`src/rtl/uart_mike_rx_fifo.sv`:
```
// UART receiver (configurable data/parity/stop/baud) feeding a first-word-fall-through frame FIFO.
// Sticky parity/frame/overrun flags; break detection is built when UART_MIKE_RX_BREAK_DET_EN is defined.
module uart_mike_rx_fifo #(
  parameter int DATA_WIDTH   = 8,
  parameter int CLKS_PER_BIT = 10,
  parameter int PARITY_MODE  = 0,
  parameter int STOP_BITS    = 1,
  parameter int FIFO_DEPTH   = 4
) (
  input  logic                            clk,
  input  logic                            rst,
  input  logic                            rx,
  input  logic                            rd_en,
  output logic [DATA_WIDTH-1:0]           rd_data,
  output logic                            rx_valid,
  output logic [$clog2(FIFO_DEPTH+1)-1:0] fifo_count,
  output logic                            parity_error,
  output logic                            frame_error,
  output logic                            overrun,
  input  logic                            err_clr,
  output logic                            break_det
);
  localparam int CW = $clog2(FIFO_DEPTH + 1);
  localparam int PW = $clog2(FIFO_DEPTH);
  localparam int TW = $clog2(CLKS_PER_BIT);
  localparam int BW = $clog2(DATA_WIDTH + 1);
`ifdef UART_MIKE_RX_BREAK_DET_EN
  localparam bit BRK_EN = 1'b1;
`else
  localparam bit BRK_EN = 1'b0;
`endif
  localparam logic [TW-1:0] T_HALF   = TW'(CLKS_PER_BIT / 2 - 1);
  localparam logic [TW-1:0] T_FULL   = TW'(CLKS_PER_BIT - 1);
  localparam logic [BW-1:0] LAST_DAT = BW'(DATA_WIDTH - 1);
  localparam logic [BW-1:0] LAST_STP = BW'(STOP_BITS - 1);

  typedef enum logic [2:0] {
    S_IDLE,
    S_START,
    S_DATA,
    S_PARITY,
    S_STOP
  } state_t;

  state_t                  state_q, state_d;
  logic [TW-1:0]           cnt_q, cnt_d;
  logic [BW-1:0]           bit_q, bit_d;
  logic [DATA_WIDTH-1:0]   shreg_q, shreg_d;
  logic                    par_mis_q, par_mis_d;
  logic                    fault_q, fault_d;
  logic                    zero_q, zero_d;
  logic                    armed_q, armed_d;
  logic                    rx_meta_q, rx_s_q;
  logic [1:0]              warm_q;
  logic                    push, set_pe, set_fe, brk;
  logic                    frame_bad;

  logic [DATA_WIDTH-1:0]   mem_q [FIFO_DEPTH];
  logic [PW-1:0]           wr_ptr_q, rd_ptr_q;
  logic [CW-1:0]           count_q;
  logic                    pe_q, fe_q, ovr_q, brk_q;
  logic                    pop, full, do_push, drop;

  // warm_q keeps the reset value of the synchroniser from arming the receiver
  always_ff @(posedge clk) begin
    if (rst) begin
      rx_meta_q <= 1'b1;
      rx_s_q    <= 1'b1;
      warm_q    <= 2'b00;
    end else begin
      rx_meta_q <= rx;
      rx_s_q    <= rx_meta_q;
      warm_q    <= {warm_q[0], 1'b1};
    end
  end

  always_ff @(posedge clk) begin
    if (rst) begin
      state_q   <= S_IDLE;
      cnt_q     <= '0;
      bit_q     <= '0;
      shreg_q   <= '0;
      par_mis_q <= 1'b0;
      fault_q   <= 1'b0;
      zero_q    <= 1'b0;
      armed_q   <= 1'b0;
    end else begin
      state_q   <= state_d;
      cnt_q     <= cnt_d;
      bit_q     <= bit_d;
      shreg_q   <= shreg_d;
      par_mis_q <= par_mis_d;
      fault_q   <= fault_d;
      zero_q    <= zero_d;
      armed_q   <= armed_d;
    end
  end

  always_comb begin
    state_d   = state_q;
    cnt_d     = cnt_q;
    bit_d     = bit_q;
    shreg_d   = shreg_q;
    par_mis_d = par_mis_q;
    fault_d   = fault_q;
    zero_d    = zero_q;
    armed_d   = armed_q;
    push      = 1'b0;
    set_pe    = 1'b0;
    set_fe    = 1'b0;
    brk       = 1'b0;
    frame_bad = fault_q | ~rx_s_q;
    case (state_q)
      S_IDLE: begin
        cnt_d = '0;
        if (warm_q[1] && rx_s_q) armed_d = 1'b1;
        if (armed_q && !rx_s_q) begin
          state_d = S_START;
          bit_d   = '0;
        end
      end
      S_START: begin
        if (cnt_q == T_HALF) begin
          cnt_d = '0;
          if (rx_s_q) begin
            state_d = S_IDLE;
          end else begin
            state_d   = S_DATA;
            bit_d     = '0;
            par_mis_d = 1'b0;
            fault_d   = 1'b0;
            zero_d    = 1'b1;
          end
        end else begin
          cnt_d = cnt_q + TW'(1);
        end
      end
      S_DATA: begin
        if (cnt_q == T_FULL) begin
          cnt_d   = '0;
          shreg_d = {rx_s_q, shreg_q[DATA_WIDTH-1:1]};
          if (rx_s_q) zero_d = 1'b0;
          if (bit_q == LAST_DAT) begin
            bit_d   = '0;
            state_d = (PARITY_MODE == 0) ? S_STOP : S_PARITY;
          end else begin
            bit_d = bit_q + BW'(1);
          end
        end else begin
          cnt_d = cnt_q + TW'(1);
        end
      end
      S_PARITY: begin
        if (cnt_q == T_FULL) begin
          cnt_d   = '0;
          bit_d   = '0;
          state_d = S_STOP;
          if (rx_s_q) zero_d = 1'b0;
          // reduction gives 1 when the total one-count is odd
          par_mis_d = (PARITY_MODE == 1) ? ~(^shreg_q ^ rx_s_q) : (^shreg_q ^ rx_s_q);
        end else begin
          cnt_d = cnt_q + TW'(1);
        end
      end
      S_STOP: begin
        if (cnt_q == T_FULL) begin
          cnt_d = '0;
          if (!rx_s_q) fault_d = 1'b1;
          if (bit_q == LAST_STP) begin
            state_d = S_IDLE;
            if (BRK_EN && zero_q && !rx_s_q) begin
              brk     = 1'b1;
              armed_d = 1'b0;
            end else begin
              set_pe = par_mis_q;
              set_fe = frame_bad;
              push   = ~par_mis_q & ~frame_bad;
            end
          end else begin
            bit_d = bit_q + BW'(1);
          end
        end else begin
          cnt_d = cnt_q + TW'(1);
        end
      end
      default: state_d = S_IDLE;
    endcase
  end

  // a full FIFO still accepts a frame when the head is popped in the same cycle
  assign pop     = rd_en && (count_q != '0);
  assign full    = (count_q == CW'(FIFO_DEPTH));
  assign do_push = push && (!full || pop);
  assign drop    = push && full && !pop;

  always_ff @(posedge clk) begin
    if (do_push) mem_q[wr_ptr_q] <= shreg_q;
  end

  always_ff @(posedge clk) begin
    if (rst) begin
      wr_ptr_q <= '0;
      rd_ptr_q <= '0;
      count_q  <= '0;
      pe_q     <= 1'b0;
      fe_q     <= 1'b0;
      ovr_q    <= 1'b0;
      brk_q    <= 1'b0;
    end else begin
      if (do_push) wr_ptr_q <= wr_ptr_q + PW'(1);
      if (pop)     rd_ptr_q <= rd_ptr_q + PW'(1);
      count_q <= count_q + CW'(do_push) - CW'(pop);
      pe_q    <= (pe_q  & ~err_clr) | set_pe;
      fe_q    <= (fe_q  & ~err_clr) | set_fe;
      ovr_q   <= (ovr_q & ~err_clr) | drop;
      brk_q   <= brk;
    end
  end

  assign rx_valid     = (count_q != '0);
  assign rd_data      = rx_valid ? mem_q[rd_ptr_q] : '0;
  assign fifo_count   = count_q;
  assign parity_error = pe_q;
  assign frame_error  = fe_q;
  assign overrun      = ovr_q;
  assign break_det    = brk_q;

endmodule

```
`config.mk`:
```
export PLATFORM = sky130hd
export DESIGN_NAME = uart_mike_rx_fifo
export DESIGN_NICKNAME = d
export VERILOG_FILES = /design/src/rtl/uart_mike_rx_fifo.sv
export SDC_FILE = /design/constraint.sdc
export NUM_CORES = 1
export LEC_CHECK = 0
export ABC_AREA = 0
export BUFFER_PORTS_ARGS = -buffer_cell sky130_fd_sc_hd__buf_4
export CELL_PAD_IN_SITES_DETAIL_PLACEMENT = 1
export CELL_PAD_IN_SITES_GLOBAL_PLACEMENT = 1
export CORE_AREA = 2 2 60 118
export CTS_CLUSTER_DIAMETER = 60
export DETAILED_ROUTE_END_ITERATION = 10
export DIE_AREA = 0 0 62 120
export PLACE_DENSITY_LB_ADDON = 0.1
export SLEW_MARGIN = 15
export SYNTH_ARGS = -nofsm -noshare
export SYNTH_HDL_FRONTEND = slang
export SYNTH_SLANG_ARGS = --single-unit
```
`constraint.sdc`:
```
create_clock -name clk -period 4.7 [get_ports clk]
set_clock_uncertainty 0.1 [all_clocks]
set_input_delay 0.94 -clock clk [delete_from_list [all_inputs] [get_ports clk]]
set_output_delay 0.94 -clock clk [all_outputs]
set_load 0.02 [all_outputs]
```
# Word-level counts from Yosys, hierarchy flattened
# Memories as Yosys holds them, arrays and structs flattened. A register that Yosys moved wholly into a read port is not among the register bits.
# Index checks and enable logic that the tools add are counted.
[op_classes]
bitwise_logic = 13
n_reduce_logical = 25
n_mux = 43
addsub = 6
eq_ne = 18
[op_table]
columns = ["op", "n"]
rows = [
  ["4-bit two-way mux", 10],
  ["3-bit two-way mux", 7],
  ["2-bit != test, second input constant", 10],
  ["4-bit case mux with 5 select lines", 1],
  ["1-bit two-way mux", 17],
  ["3-bit case mux with 5 select lines", 1],
  ["4-bit case mux with 3 select lines", 1],
  ["4-bit by 1-bit adder with 4-bit output, second input constant", 2],
  ["4-bit by 3-bit == test with 1-bit output, second input constant", 2],
  ["8-bit two-way mux", 1],
  ["8-bit AND reduction", 1],
  ["8-bit parity", 1],
  ["7-bit AND reduction", 1],
  ["3-bit by 2-bit == test with 1-bit output, second input constant", 2],
  ["3-bit == test, second input constant", 2],
  ["1-bit logical AND", 6],
  ["2-bit two-way mux", 3],
  ["3-bit nonzero test", 2],
  ["5-bit AND reduction", 1],
  ["5-bit nonzero test", 1],
  ["2-bit by 1-bit adder with 2-bit output, second input constant", 2],
  ["1-bit bitwise AND", 4],
  ["4-bit == test, second input constant", 1],
  ["4-bit logical NOT", 1],
  ["14 further kinds", 25],
]
[word_totals]
word_cells = 123
ram_bits = 32
regBits = 36
n_memories = 1
input_bits = 5
[mem_list]
columns = ["memory", "words", "width", "read_ports", "rd_clocked_by_memory_dff", "write_ports", "line_no", "source"]
rows = [
  ["mem_q", 4, 8, 1, 1, 1, "58", "logic [DATA_WIDTH-1:0] mem_q [FIFO_DEPTH];"],
]

# Longest topological paths before layout
# Gate-level depths: netlist (run 1).
[logic_depth]
depth_word = 10
depth_mapped = 13

# Least setup slack after synthesis (run 1)
# No wires, ideal clock.
[synth_path]
kind = "input-to-reg"
from = "input rd_en"
to = "register count_q[1], in the netlist fifo_count[1]"
arrival_ns = 2.518
setup_slack_ns = 1.969
setup_ns = 0.114
required_ns = 4.486
stages = 9
cell_sequence = "nor4b_1 -> and3b_1 -> buf_2 -> inv_1 -> ha_1 -> inv_1 -> ha_1 -> fa_1 -> nor2b_1"
[synth_via]
elab_chain_cells = 5
[synth_lines]
columns = ["item", "line_no", "source"]
rows = [
  ["start: declaration", "13", "input logic rd_en,"],
  ["1-bit logical AND (*)", "191", "assign pop = rd_en && (count_q != '0);"],
  ["1-bit logical OR", "193", "assign do_push = push && (!full || pop);"],
  ["1-bit logical AND", "193", ""],
  ["3-bit by 1-bit adder with 3-bit output", "212", "count_q <= count_q + CW'(do_push) - CW'(pop);"],
  ["3-bit by 1-bit subtractor with 3-bit output (*)", "212", ""],
  ["end signal: assignment", "212", ""],
  ["end: declaration", "60", "logic [CW-1:0] count_q;"],
]
# Every way passes the cells marked *; elsewhere a longest branch is shown, timed or not.
# A chain may end at the register's enable or synchronous reset.

# Worst setup path after layout (run 1)
[layout_path]
from = "register state_q[2]"
to = "register count_q[2], in the netlist fifo_count[2]"
[layout_via]
elab_chain_cells = 5
[layout_lines]
columns = ["item", "line_no", "source"]
rows = [
  ["start: declaration", "45", "state_t state_q, state_d;"],
  ["start signal: assignment", "88", "state_q <= state_d;"],
  ["3-bit == test", "113", "case (state_q)"],
  ["1-bit two-way mux", "113", ""],
  ["1-bit logical AND", "193", ""],
  ["3-bit by 1-bit adder with 3-bit output", "212", ""],
  ["3-bit by 1-bit subtractor with 3-bit output", "212", ""],
]
# No other way between the ends.

==> results of run 1 <==
[cells by family after synthesis]
group | count (synthesis) | share of synthesized area
buffers and inverters | 28 | 0.04960
flip-flops | 70 | 0.5417
adder cells (fa/ha/maj) | 12 | 0.04961
AO/OA/AOI/OAI | 39 | 0.07756
XOR/XNOR | 14 | 0.03858
other | 1 | 0.001180
multiplexers | 10 | 0.06299
AND/OR/NAND/NOR | 98 | 0.1787
[worst register-to-register path, cell delays in order (launching register included)]
cell and delay (ps):
dfxtp_1 530, nor3b_2 430, and3_1 310, and3b_1 320, inv_1 70, ha_1 280
inv_1 40, ha_1 180, fa_1 380, xnor2_1 160, nor2_1 50
[routing by layer]
| metal | vias to the layer above | share of wire | track usage | wire length [µm] |
|---|---|---|---|---|
| li1 | 1001 | - | - | - |
| met1 | 1011 | 0.36 | 0.1997 | 2283 |
| met2 | 24 | 0.58 | 0.3411 | 3691 |
| met3 | 15 | 0.025 | 0.06142 | 161 |
| met4 | 0 | 0.035 | 0.09840 | 222 |
| met5 | - | 0 | 0 | 0 |
[layout make-up]
cell class                 instances  area (µm²)  area share
clock buffer                      12       236.5     0.06544
multi-input combinational        174        1299      0.3594
sequential                        70        1722      0.4765
timing repair buffer              20       150.1     0.04155
inverter                          13       48.80     0.01350
tap                               88       110.1     0.03047
clock inverter                     4       47.55     0.01316
[power groups by stage]
| stage | clock network [W] | registers, W | logic, W |
|---|---|---|---|
| detailed placement | 0 | 0.000726 | 0.000401 |
| CTS | 0.000664 | 0.000714 | 0.000402 |
| global placement | 0 | 0.000724 | 0.000387 |
| global route | 0.000686 | 0.000720 | 0.000432 |
| finish | 0.000649 | 0.000711 | 0.000391 |
| floorplan | 0 | 0.000704 | 0.000284 |
[how the worst max path moves through the flow]
stage,end,slack [ps]
after floorplan,fifo_count[1],1970
after global placement,fifo_count[1],1770
after detailed placement,fifo_count[1],1680
after CTS,rd_data[0],1670
after global routing,fifo_count[2],1510
final,fifo_count[2],1720
[registers in the layout, indices dropped and copies added, names as in the netlist, named ones only]
register and cells:
rx_s_q 1, state_q 3, bit_q 4, fifo_count 3, frame_error 1, cnt_q 4, parity_error 1, par_mis_q 1
mem_q 32, shreg_q 8, armed_q 1, wr_ptr_q 2, warm_q 2, overrun 1, rx_meta_q 1, rd_ptr_q 2
fault_q 1
[cell usage in the layout (no fill, tap or decap), types with 2 or more instances in the layout]
| cell | synthesis | final |
|---|---|---|
| dfxtp_1 | 38 | 38 |
| edfxtp_1 | 32 | 32 |
| a21oi_1 | 21 | 21 |
| nand2_1 | 20 | 20 |
| buf_4 | 3 | 20 |
| and2_1 | 13 | 13 |
| inv_1 | 13 | 13 |
| nand3_1 | 13 | 13 |
| nor2_1 | 12 | 12 |
| xnor2_1 | 12 | 12 |
| ha_1 | 11 | 11 |
| clkbuf_16 | 0 | 9 |
| mux4_2 | 8 | 8 |
| nor2b_1 | 7 | 7 |
| nor3_1 | 4 | 4 |
| o21ai_0 | 4 | 4 |
| nand2b_1 | 3 | 3 |
| or4_1 | 3 | 3 |
| or2_2 | 3 | 3 |
| a31oi_1 | 3 | 3 |
| clkbuf_1 | 6 | 3 |
| and3b_1 | 2 | 2 |
| nor3b_2 | 2 | 2 |
| o22ai_1 | 2 | 2 |
| nand3b_1 | 2 | 2 |
| or3b_1 | 2 | 2 |
| a311oi_1 | 2 | 2 |
| xor2_1 | 2 | 2 |
| mux2i_1 | 2 | 2 |
[stage by stage]
stage	cell area (µm²)	setup slack, ps	power, W	std cells	utilization
2_1_floorplan	3178	1969	0.0009877	272	-
3_3_place_gp	3329	1772	0.001111	365	0.5069
3_5_place_dp	3329	1680	0.001127	365	0.5069
4_1_cts	3613	1672	0.001780	381	0.5501
5_1_grt	3613	1515	0.001837	381	0.5501
6_report	3613	1725	0.001751	381	0.5501
==> flow_metrics.tcl, run 1 <==
set metrics [dict create \
    grt_pass1_vias 2103 \
    core_area_mm2 0.006569 \
    rsz0062_at_grt "no" \
    seq_area_frac_synth 0.5417 \
    crit_type "reg2reg" \
    syn-num-nets 289 \
    grt_max_degree 38 \
    pwr-share-clk 0.371 \
    post_cts_resized 0 \
    p_leak_nw 1.289 \
    yosysTopAreaCellShare 0.3024 \
    antenna_found_initial 0 \
    holdWs_ps 308.0 \
    async_flop_share 0 \
    powerDensity_mw_per_mm2 484.6 \
    reg2reg_slack_ps 1720 \
    whs_path_depth 1 \
    syn_avg_cell_area_um2 11.68 \
    dr_total_vias 2051 \
    wl_mm 6.359 \
    vdd_drop_max_mv 0.2541 \
    root_buffer "clkbuf_16" \
    htreeDepth 3 \
    period_needed_ps 2975 \
    hpwlAfterDp_mm 4.644 \
    yosysTopAreaCell "edfxtp_1" \
    ys_top_cells_by_area "edfxtp_1 (30%), dfxtp_1 (24%), mux4_2 (5.7%)" \
    num_antenna_cells 0 \
    arrival_ps 3080 \
    syn_area_mm2 0.003178 \
    hold_viol_final 0 \
    hp-start "rx_meta_q" \
    die_area_mm2 0.007440 \
    status "complete, no violations" \
    drt-initial-drc-count 32 \
    r2r_cells 10 \
    crit_path_cell_trace "nor3b_2 > and3_1 > and3b_1 > inv_1 > ha_1 > inv_1 > ha_1 > fa_1 > xnor2_1 > nor2_1" \
    synthMostInstantiatedCell "dfxtp_1" \
    slew_viol_final 0 \
    drc 0 \
    place_congestion 0.8232 \
    whs_endpoint "rx_s_q" \
    clk_pin_slew_ps 50 \
    post_drt_wl_per_cell_um 16.69 \
    first_pass_iters 4 \
    swShare 0.2801 \
    cts_setup_buffers 0 \
    tightest_slew_ps 763.6 \
    overflow 0 \
    clock-sinks 70 \
    synth_commonest_cells "dfxtp_1 (38), edfxtp_1 (32), a21oi_1 (21)" \
    ant_nets 0 \
    ys_ff_latch 70 \
    cp-start-kind "register" \
    finalSetupTns_ps 0 \
    yosysWarnings 0 \
    grt_pass1_wl_mm 10.40 \
    power.share.sequential 0.406 \
    ctsHoldBuffers 0 \
    chipHeight_um 120 \
    cp-end-kind "register" \
    cp.depth 10 \
    setup_viol 0 \
    critical_path.reg2reg.startpoint "state_q[2]" \
    ys_types 52 \
    cp.required_ps 4810 \
    drive_gt1_frac 0.1809 \
    cpMaxStageDelayCell "dfxtp_1" \
    post-route-period-util 0.6330 \
    syn_to_final_growth_pct 13.70 \
    ioPinCount 21 \
    die_x_um 62 \
    cts-buffers-inserted 9 \
    cts_tree "yes" \
    fillers 715 \
    switching_power_w 0.0004905 \
    layout.nets 305 \
    track_usage 0.1974 \
    cts_max_path_buffers 2 \
    io_buffers 19 \
    num_rows 42 \
    fmax_mhz 336.1 \
    via_per_inst 5.383 \
    clock_latency_ps 330 \
    crit-reg2reg-capture "fifo_count[2]" \
    intPower_w 0.001261 \
    synth_cells 272 \
    p_comb_frac 0.224 \
    synth_edf_count 32 \
    crit_family "simple AND/OR/NAND/NOR gates" \
    crit_fanout 12 \
    worstSetupStartpoint "state_q[2]" \
    slew_headroom 0.4887 \
    initial_utilization 0.4838 \
    drv_cap 0 \
    synth_top_flop_cell "dfxtp_1" \
    critical_path_buf_inv_count 2 \
    hp-class "reg2reg" \
    critPathMaxStageDelay_ps 530 \
]
(Power assumes the default switching activity.)
==> inputs of run 2 (changes only) <==
--- a/config.mk
+++ b/config.mk
@@ -5,14 +5,14 @@
 export SDC_FILE = /design/constraint.sdc
 export NUM_CORES = 1
 export LEC_CHECK = 0
-export ABC_AREA = 0
+export ABC_AREA = 1
 export BUFFER_PORTS_ARGS = -buffer_cell sky130_fd_sc_hd__buf_4
 export CELL_PAD_IN_SITES_DETAIL_PLACEMENT = 1
 export CELL_PAD_IN_SITES_GLOBAL_PLACEMENT = 1
-export CORE_AREA = 2 2 60 118
+export CORE_AREA = 2 2 64 126
 export CTS_CLUSTER_DIAMETER = 60
 export DETAILED_ROUTE_END_ITERATION = 10
-export DIE_AREA = 0 0 62 120
+export DIE_AREA = 0 0 66 128
 export PLACE_DENSITY_LB_ADDON = 0.1
 export SLEW_MARGIN = 15
 export SYNTH_ARGS = -nofsm -noshare
==> constraint.sdc (replaced) <==
create_clock -name clk -period 2.95 [get_ports clk]
set_clock_uncertainty 0.1 [all_clocks]
set_input_delay 0.59 -clock clk [delete_from_list [all_inputs] [get_ports clk]]
set_output_delay 0.59 -clock clk [all_outputs]
set_load 0.02 [all_outputs]
==> flow_metrics.tcl, run 2 <==
set metrics [dict create \
    die_area_mm2 0.008448 \
    clock_latency_ps 330 \
    intPower_w 0.002049 \
    rsz0062_at_grt "no" \
    fmax_mhz 379.5 \
    crit_path_cell_trace "inv_1 > ha_1 > nand3_2 > nor2_2 > nand2_1 > inv_1 > nand3_2 > ha_1 > inv_1 > ha_1 > fa_1 > o21ai_0 > a21oi_1" \
    grt_max_degree 20 \
    hpwlAfterDp_mm 6.064 \
    core_area_mm2 0.007545 \
    worstSetupStartpoint "cnt_q[1]" \
    cts_setup_buffers 0 \
    chipHeight_um 128 \
    regArea_mm2 0.001722 \
    largest_register_ff_count 32 \
    r2r_cells 13 \
    fin_cells 516 \
    syn_to_final_growth_pct 16.59 \
    status "complete, no violations" \
    ctsHoldBuffers 0 \
    place_congestion 0.8207 \
    slew_headroom 0.6221 \
    die_x_um 66 \
    num_antenna_cells 0 \
    reg.largest.list "mem_q (32), shreg_q (8)" \
    ys_types 35 \
    powerDensity_mw_per_mm2 852.4 \
    grt_pass1_wl_mm 12.67 \
    p_comb_frac 0.347 \
    syn_avg_cell_area_um2 8.436 \
    yosysWarnings 0 \
    crit_fanout 9 \
    wl_mm 7.846 \
    clk_pin_slew_ps 60 \
    drt-initial-drc-count 46 \
    ioPinCount 21 \
    setup_ws_ps 314.8 \
    synth_edf_count 32 \
    fillers 935 \
    overflow 0 \
    syn-num-nets 405 \
    setup_viol 0 \
    cp-start-kind "register" \
    period_needed_ps 2635 \
    via_per_inst 5.027 \
    arrival_ps 2750 \
    critPathMaxStageDelay_ps 380 \
    hold_viol_final 0 \
    ant_nets 0 \
    place_inst 500 \
    initial_utilization 0.4338 \
    regMostFlops "mem_q" \
    root_buffer "clkbuf_16" \
    drv_cap 0 \
    final_cell_mix "nor2_1 (61), nand2_1 (59), inv_1 (54)" \
    vdd_drop_max_mv 0.3907 \
    first_pass_iters 4 \
    swShare 0.3699 \
    clock-sinks 70 \
    crit_type "reg2reg" \
    ys_top_cells_by_area "edfxtp_1 (29%), dfxtp_1 (23%), nor2_1 (7.1%)" \
    fin_total_pwr_w 0.003253 \
    synthMostInstantiatedCell "nor2_1" \
    synth_commonest_cells "nor2_1 (62), nand2_1 (59), inv_1 (54)" \
    slew_viol_final 0 \
    drive_gt1_frac 0.1445 \
    post-route-period-util 0.8933 \
    cp-end-kind "register" \
    track_usage 0.2047 \
    crit-reg2reg-capture "fifo_count[2]" \
    synth_top_flop_cell "dfxtp_1" \
    synth_cells 388 \
    crit_path_end "fifo_count[2]" \
    layout.nets 434 \
    io_buffers 19 \
    final_common_cell "nor2_1" \
    htreeDepth 3 \
    post_drt_wl_per_cell_um 15.21 \
    cts-buffers-inserted 9 \
    yosysTopAreaCellShare 0.2936 \
    critical_path.reg2reg.startpoint "cnt_q[1]" \
    p_leak_nw 1.625 \
    cts_tree "yes" \
    grt_pass1_vias 2706 \
    tightest_slew_ps 566.2 \
    reg2reg_slack_ps 310 \
    holdWs_ps 305.7 \
    preCtsSetupSlack_ps 284.2 \
    finalSetupTns_ps 0 \
    antenna_found_initial 0 \
    power.share.sequential 0.351 \
    ys_ff_latch 70 \
    dr_total_vias 2594 \
    syn_area_mm2 0.003273 \
    switching_power_w 0.001203 \
    multiInputGateArea_mm2 0.001284 \
    num_rows 45 \
    cpMaxStageDelayCell "fa_1" \
    pwr-share-clk 0.301 \
    cp.required_ps 3070 \
    cts_max_path_buffers 2 \
    drc 0 \
    async_flop_share 0 \
    yosysTopAreaCell "edfxtp_1" \
    hp-class "reg2reg" \
    seq_area_frac_synth 0.5260 \
]
## run 2: power groups by stage
stage                     combinational (W)  clock [W]  sequential (W)
after floorplan                    0.000709          0         0.00116
after global placement              0.00111          0         0.00116
after detailed placement            0.00114          0         0.00116
after CTS                           0.00115   0.000999         0.00114
after global routing                0.00127    0.00103         0.00115
final                               0.00113   0.000980         0.00114
## run 2: final cells by class
cell class | count | share of cell area
clock inverters | 6 | 0.009836
clock buffers | 10 | 0.06262
flip-flops and latches | 70 | 0.4511
repair buffers | 27 | 0.05311
well taps | 94 | 0.03082
multi-input cells | 252 | 0.3364
inverters | 57 | 0.05607
## run 2: cell families (layout without fill, tap and decap cells)
kind of cell	count (synthesis)	count (layout)	share of synthesized area
AND/OR/NAND/NOR	159	159	0.2122
adder cells (fa/ha/maj)	12	12	0.04816
XOR/XNOR	3	3	0.008029
buffers and inverters	66	100	0.08409
flip-flops	70	70	0.5260
other	1	1	0.001146
AO/OA/AOI/OAI	77	77	0.1204
## run 2: through the flow
stage | utilization | area [µm²]
2_1_floorplan | - | 3273
3_3_place_gp | 0.4682 | 3532
3_5_place_dp | 0.4682 | 3532
4_1_cts | 0.5048 | 3809
5_1_grt | 0.5058 | 3816
6_report | 0.5058 | 3816
## run 2: worst min path at each step
| stage | start | endpoint | slack (ps) | depth (start not counted) |
|---|---|---|---|---|
| 6_report | warm_q[0] | warm_q[1] | 310 | 2 |
| 2_1_floorplan | warm_q[0] | warm_q[1] | 290 | 2 |
| 3_3_place_gp | warm_q[0] | warm_q[1] | 290 | 2 |
| 5_1_grt | warm_q[0] | warm_q[1] | 310 | 2 |
| 4_1_cts | warm_q[0] | warm_q[1] | 310 | 2 |
| 3_5_place_dp | warm_q[0] | warm_q[1] | 300 | 2 |
## run 2: worst max-delay path: cells and delay by family, from the launching register on
family | cells | cell delay, ps
adder cells (fa/ha/maj) | 4 | 1060
buffers and inverters | 3 | 250
AND/OR/NAND/NOR | 4 | 520
flip-flops | 1 | 320
AO/OA/AOI/OAI | 2 | 260
## run 2: timing repair
item                                    CTS  global route
endpoints found under the hold margin     0             0
gates resized for setup                   0             2
endpoints found under the setup margin    0             1
## run 2: metal layers
layer,global-route usage,wire [µm]
met1,0.1641,2578
met2,0.4320,4933
met4,0.1068,205
met5,0,0
met3,0.02985,128
==> inputs of run 3 (changes only) <==
--- a/config.mk
+++ b/config.mk
@@ -6,13 +6,13 @@
 export NUM_CORES = 1
 export LEC_CHECK = 0
 export ABC_AREA = 1
-export BUFFER_PORTS_ARGS = -buffer_cell sky130_fd_sc_hd__buf_4
 export CELL_PAD_IN_SITES_DETAIL_PLACEMENT = 1
 export CELL_PAD_IN_SITES_GLOBAL_PLACEMENT = 1
-export CORE_AREA = 2 2 64 126
+export CORE_AREA = 2 2 62 122
 export CTS_CLUSTER_DIAMETER = 60
 export DETAILED_ROUTE_END_ITERATION = 10
-export DIE_AREA = 0 0 66 128
+export DIE_AREA = 0 0 64 124
+export DONT_BUFFER_PORTS = 1
 export PLACE_DENSITY_LB_ADDON = 0.1
 export SLEW_MARGIN = 15
 export SYNTH_ARGS = -nofsm -noshare
==> flow_metrics.tcl, run 3 (synthesis gave the netlist of run 2 again) <==
set metrics [dict create \
    grt_pass1_vias 2529 \
    whs_path_depth 1 \
    power.share.sequential 0.381 \
    ioPinCount 21 \
    cp.required_ps 3060 \
    clock-sinks 70 \
    reg.largest.list "mem_q (32), shreg_q (8)" \
    final_common_cell "nor2_1" \
    clk_pin_slew_ps 50 \
    ant_nets 0 \
    post_drt_wl_per_cell_um 14.76 \
    hold_viol_final 0 \
    ctsHoldBuffers 0 \
    clock_latency_ps 330 \
    cts_tree "yes" \
    cp-start-kind "register" \
    status "complete, no violations" \
    slew_headroom 0.6213 \
    chipHeight_um 124 \
    io_buffers 0 \
    place_inst 476 \
    post-route-period-util 0.8922 \
    grt_max_degree 20 \
    critPathMaxStageDelay_ps 400 \
    r2r_cells 12 \
    die_area_mm2 0.007936 \
    hp-start "rst" \
    layout.nets 414 \
    crit_type "reg2reg" \
    drt-initial-drc-count 53 \
    wl_mm 7.263 \
    swShare 0.3639 \
    place_congestion 0.8135 \
    syn_to_final_growth_pct 12.31 \
    final_cell_mix "nor2_1 (62), nand2_1 (59), inv_1 (54)" \
    critical_path.reg2reg.startpoint "cnt_q[0]" \
    grt_pass1_wl_mm 11.59 \
    cp-end-kind "register" \
    drc 0 \
    powerDensity_mw_per_mm2 838.1 \
    via_per_inst 5.059 \
    root_buffer "clkbuf_16" \
    finalSetupTns_ps 0 \
    crit_path_cell_trace "ha_1 > nand3_1 > nor2_1 > nand2_1 > inv_1 > nand3_4 > ha_1 > inv_1 > ha_1 > fa_1 > o21ai_0 > a21oi_1" \
    placed_area_mm2 0.003377 \
    tightest_slew_ps 567.3 \
    hp-class "in2reg" \
    first_pass_iters 4 \
    arrival_ps 2740 \
    cpMaxStageDelayCell "dfxtp_1" \
    track_usage 0.1968 \
    pwr-share-clk 0.335 \
    crit-reg2reg-capture "fifo_count[2]" \
    dr_total_vias 2489 \
    crit_fanout 9 \
    cts_max_path_buffers 2 \
    drv_cap 0 \
    vdd_drop_max_mv 0.5523 \
    p_leak_nw 1.539 \
    fillers 847 \
    hpwlAfterDp_mm 5.532 \
    fin_cells 492 \
    intPower_w 0.001960 \
    regMostFlops "mem_q" \
    overflow 0 \
    largest_register_ff_count 32 \
    cts-buffers-inserted 9 \
    core_area_mm2 0.006940 \
    slew_viol_final 0 \
    drive_gt1_frac 0.09701 \
    antenna_found_initial 0 \
    cp_common_cell "ha_1" \
    p_comb_frac 0.284 \
    initial_utilization 0.4716 \
    switching_power_w 0.001121 \
    fmax_mhz 379.9 \
    num_antenna_cells 0 \
    rsz0062_at_grt "no" \
    whs_endpoint "fifo_count[0]" \
    setup_viol 0 \
    num_rows 43 \
    reg2reg_slack_ps 320 \
    period_needed_ps 2632 \
    die_x_um 64 \
    final_area_mm2 0.003676 \
    htreeDepth 3 \
]
-- run 3: how the worst max path moves through the flow --
| stage | startpoint | to | slack (ps) | cells past startpoint |
|---|---|---|---|---|
| after global placement | cnt_q[0] | fifo_count[2] | 390 | 12 |
| final | cnt_q[0] | fifo_count[2] | 320 | 12 |
| after CTS | cnt_q[0] | fifo_count[2] | 270 | 12 |
| after floorplan | cnt_q[1] | fifo_count[2] | 570 | 13 |
| after detailed placement | cnt_q[0] | fifo_count[2] | 290 | 12 |
| after global routing | cnt_q[0] | fifo_count[2] | 50 | 12 |
-- run 3: layout make-up --
cell class | instances | area (µm²) | area share
clock buffers | 10 | 229.0 | 0.06229
multi-input cells | 252 | 1284 | 0.3492
well taps | 90 | 112.6 | 0.03063
clock inverters | 6 | 62.56 | 0.01702
inverters | 57 | 214.0 | 0.05820
repair buffers | 7 | 52.55 | 0.01430
flip-flops and latches | 70 | 1722 | 0.4683
-- run 3: per-layer routing --
layer | global-route usage | up-vias | wire (µm)
met3 | 0.02891 | 10 | 108
met5 | 0 | - | 0
li1 | - | 1269 | -
met2 | 0.4219 | 33 | 4504
met1 | 0.1580 | 1177 | 2463
met4 | 0.1073 | 0 | 185
-- run 3: power by group through the flow --
stage / registers [W] / clock network [W] / logic, W
after detailed placement: 0.00120 / 0 / 0.000879
after CTS: 0.00118 / 0.00106 / 0.000885
final: 0.00117 / 0.00103 / 0.000875
after floorplan: 0.00116 / 0 / 0.000709
after global placement: 0.00119 / 0 / 0.000859
after global routing: 0.00119 / 0.00110 / 0.000976
-- run 3: critical path, delay by kind of cell (launching register included) --
family          cells  cell delay, ps
compound gates      2             240
fa+ha+maj           4            1060
buf+inv             2             180
flops               1             400
simple gates        4             570
-- run 3: per-stage QoR --
| stage | hold slack [ps] | setup slack, ps | util | power (W) |
|---|---|---|---|---|
| after CTS | 213.2 | 274.4 | 0.5286 | 0.003124 |
| final | 226.8 | 317.9 | 0.5297 | 0.003081 |
| after floorplan | 288.3 | 566.8 | - | 0.001869 |
| after detailed placement | 309.0 | 291.7 | 0.4866 | 0.002076 |
| after global routing | 220.9 | 51.39 | 0.5297 | 0.003260 |
| after global placement | 308.0 | 394.0 | 0.4866 | 0.002052 |
-- run 3: timing repair --
item,in CTS,in global routing
buffers inserted,0,0
resized for setup,0,1
setup endpoints to repair,0,1
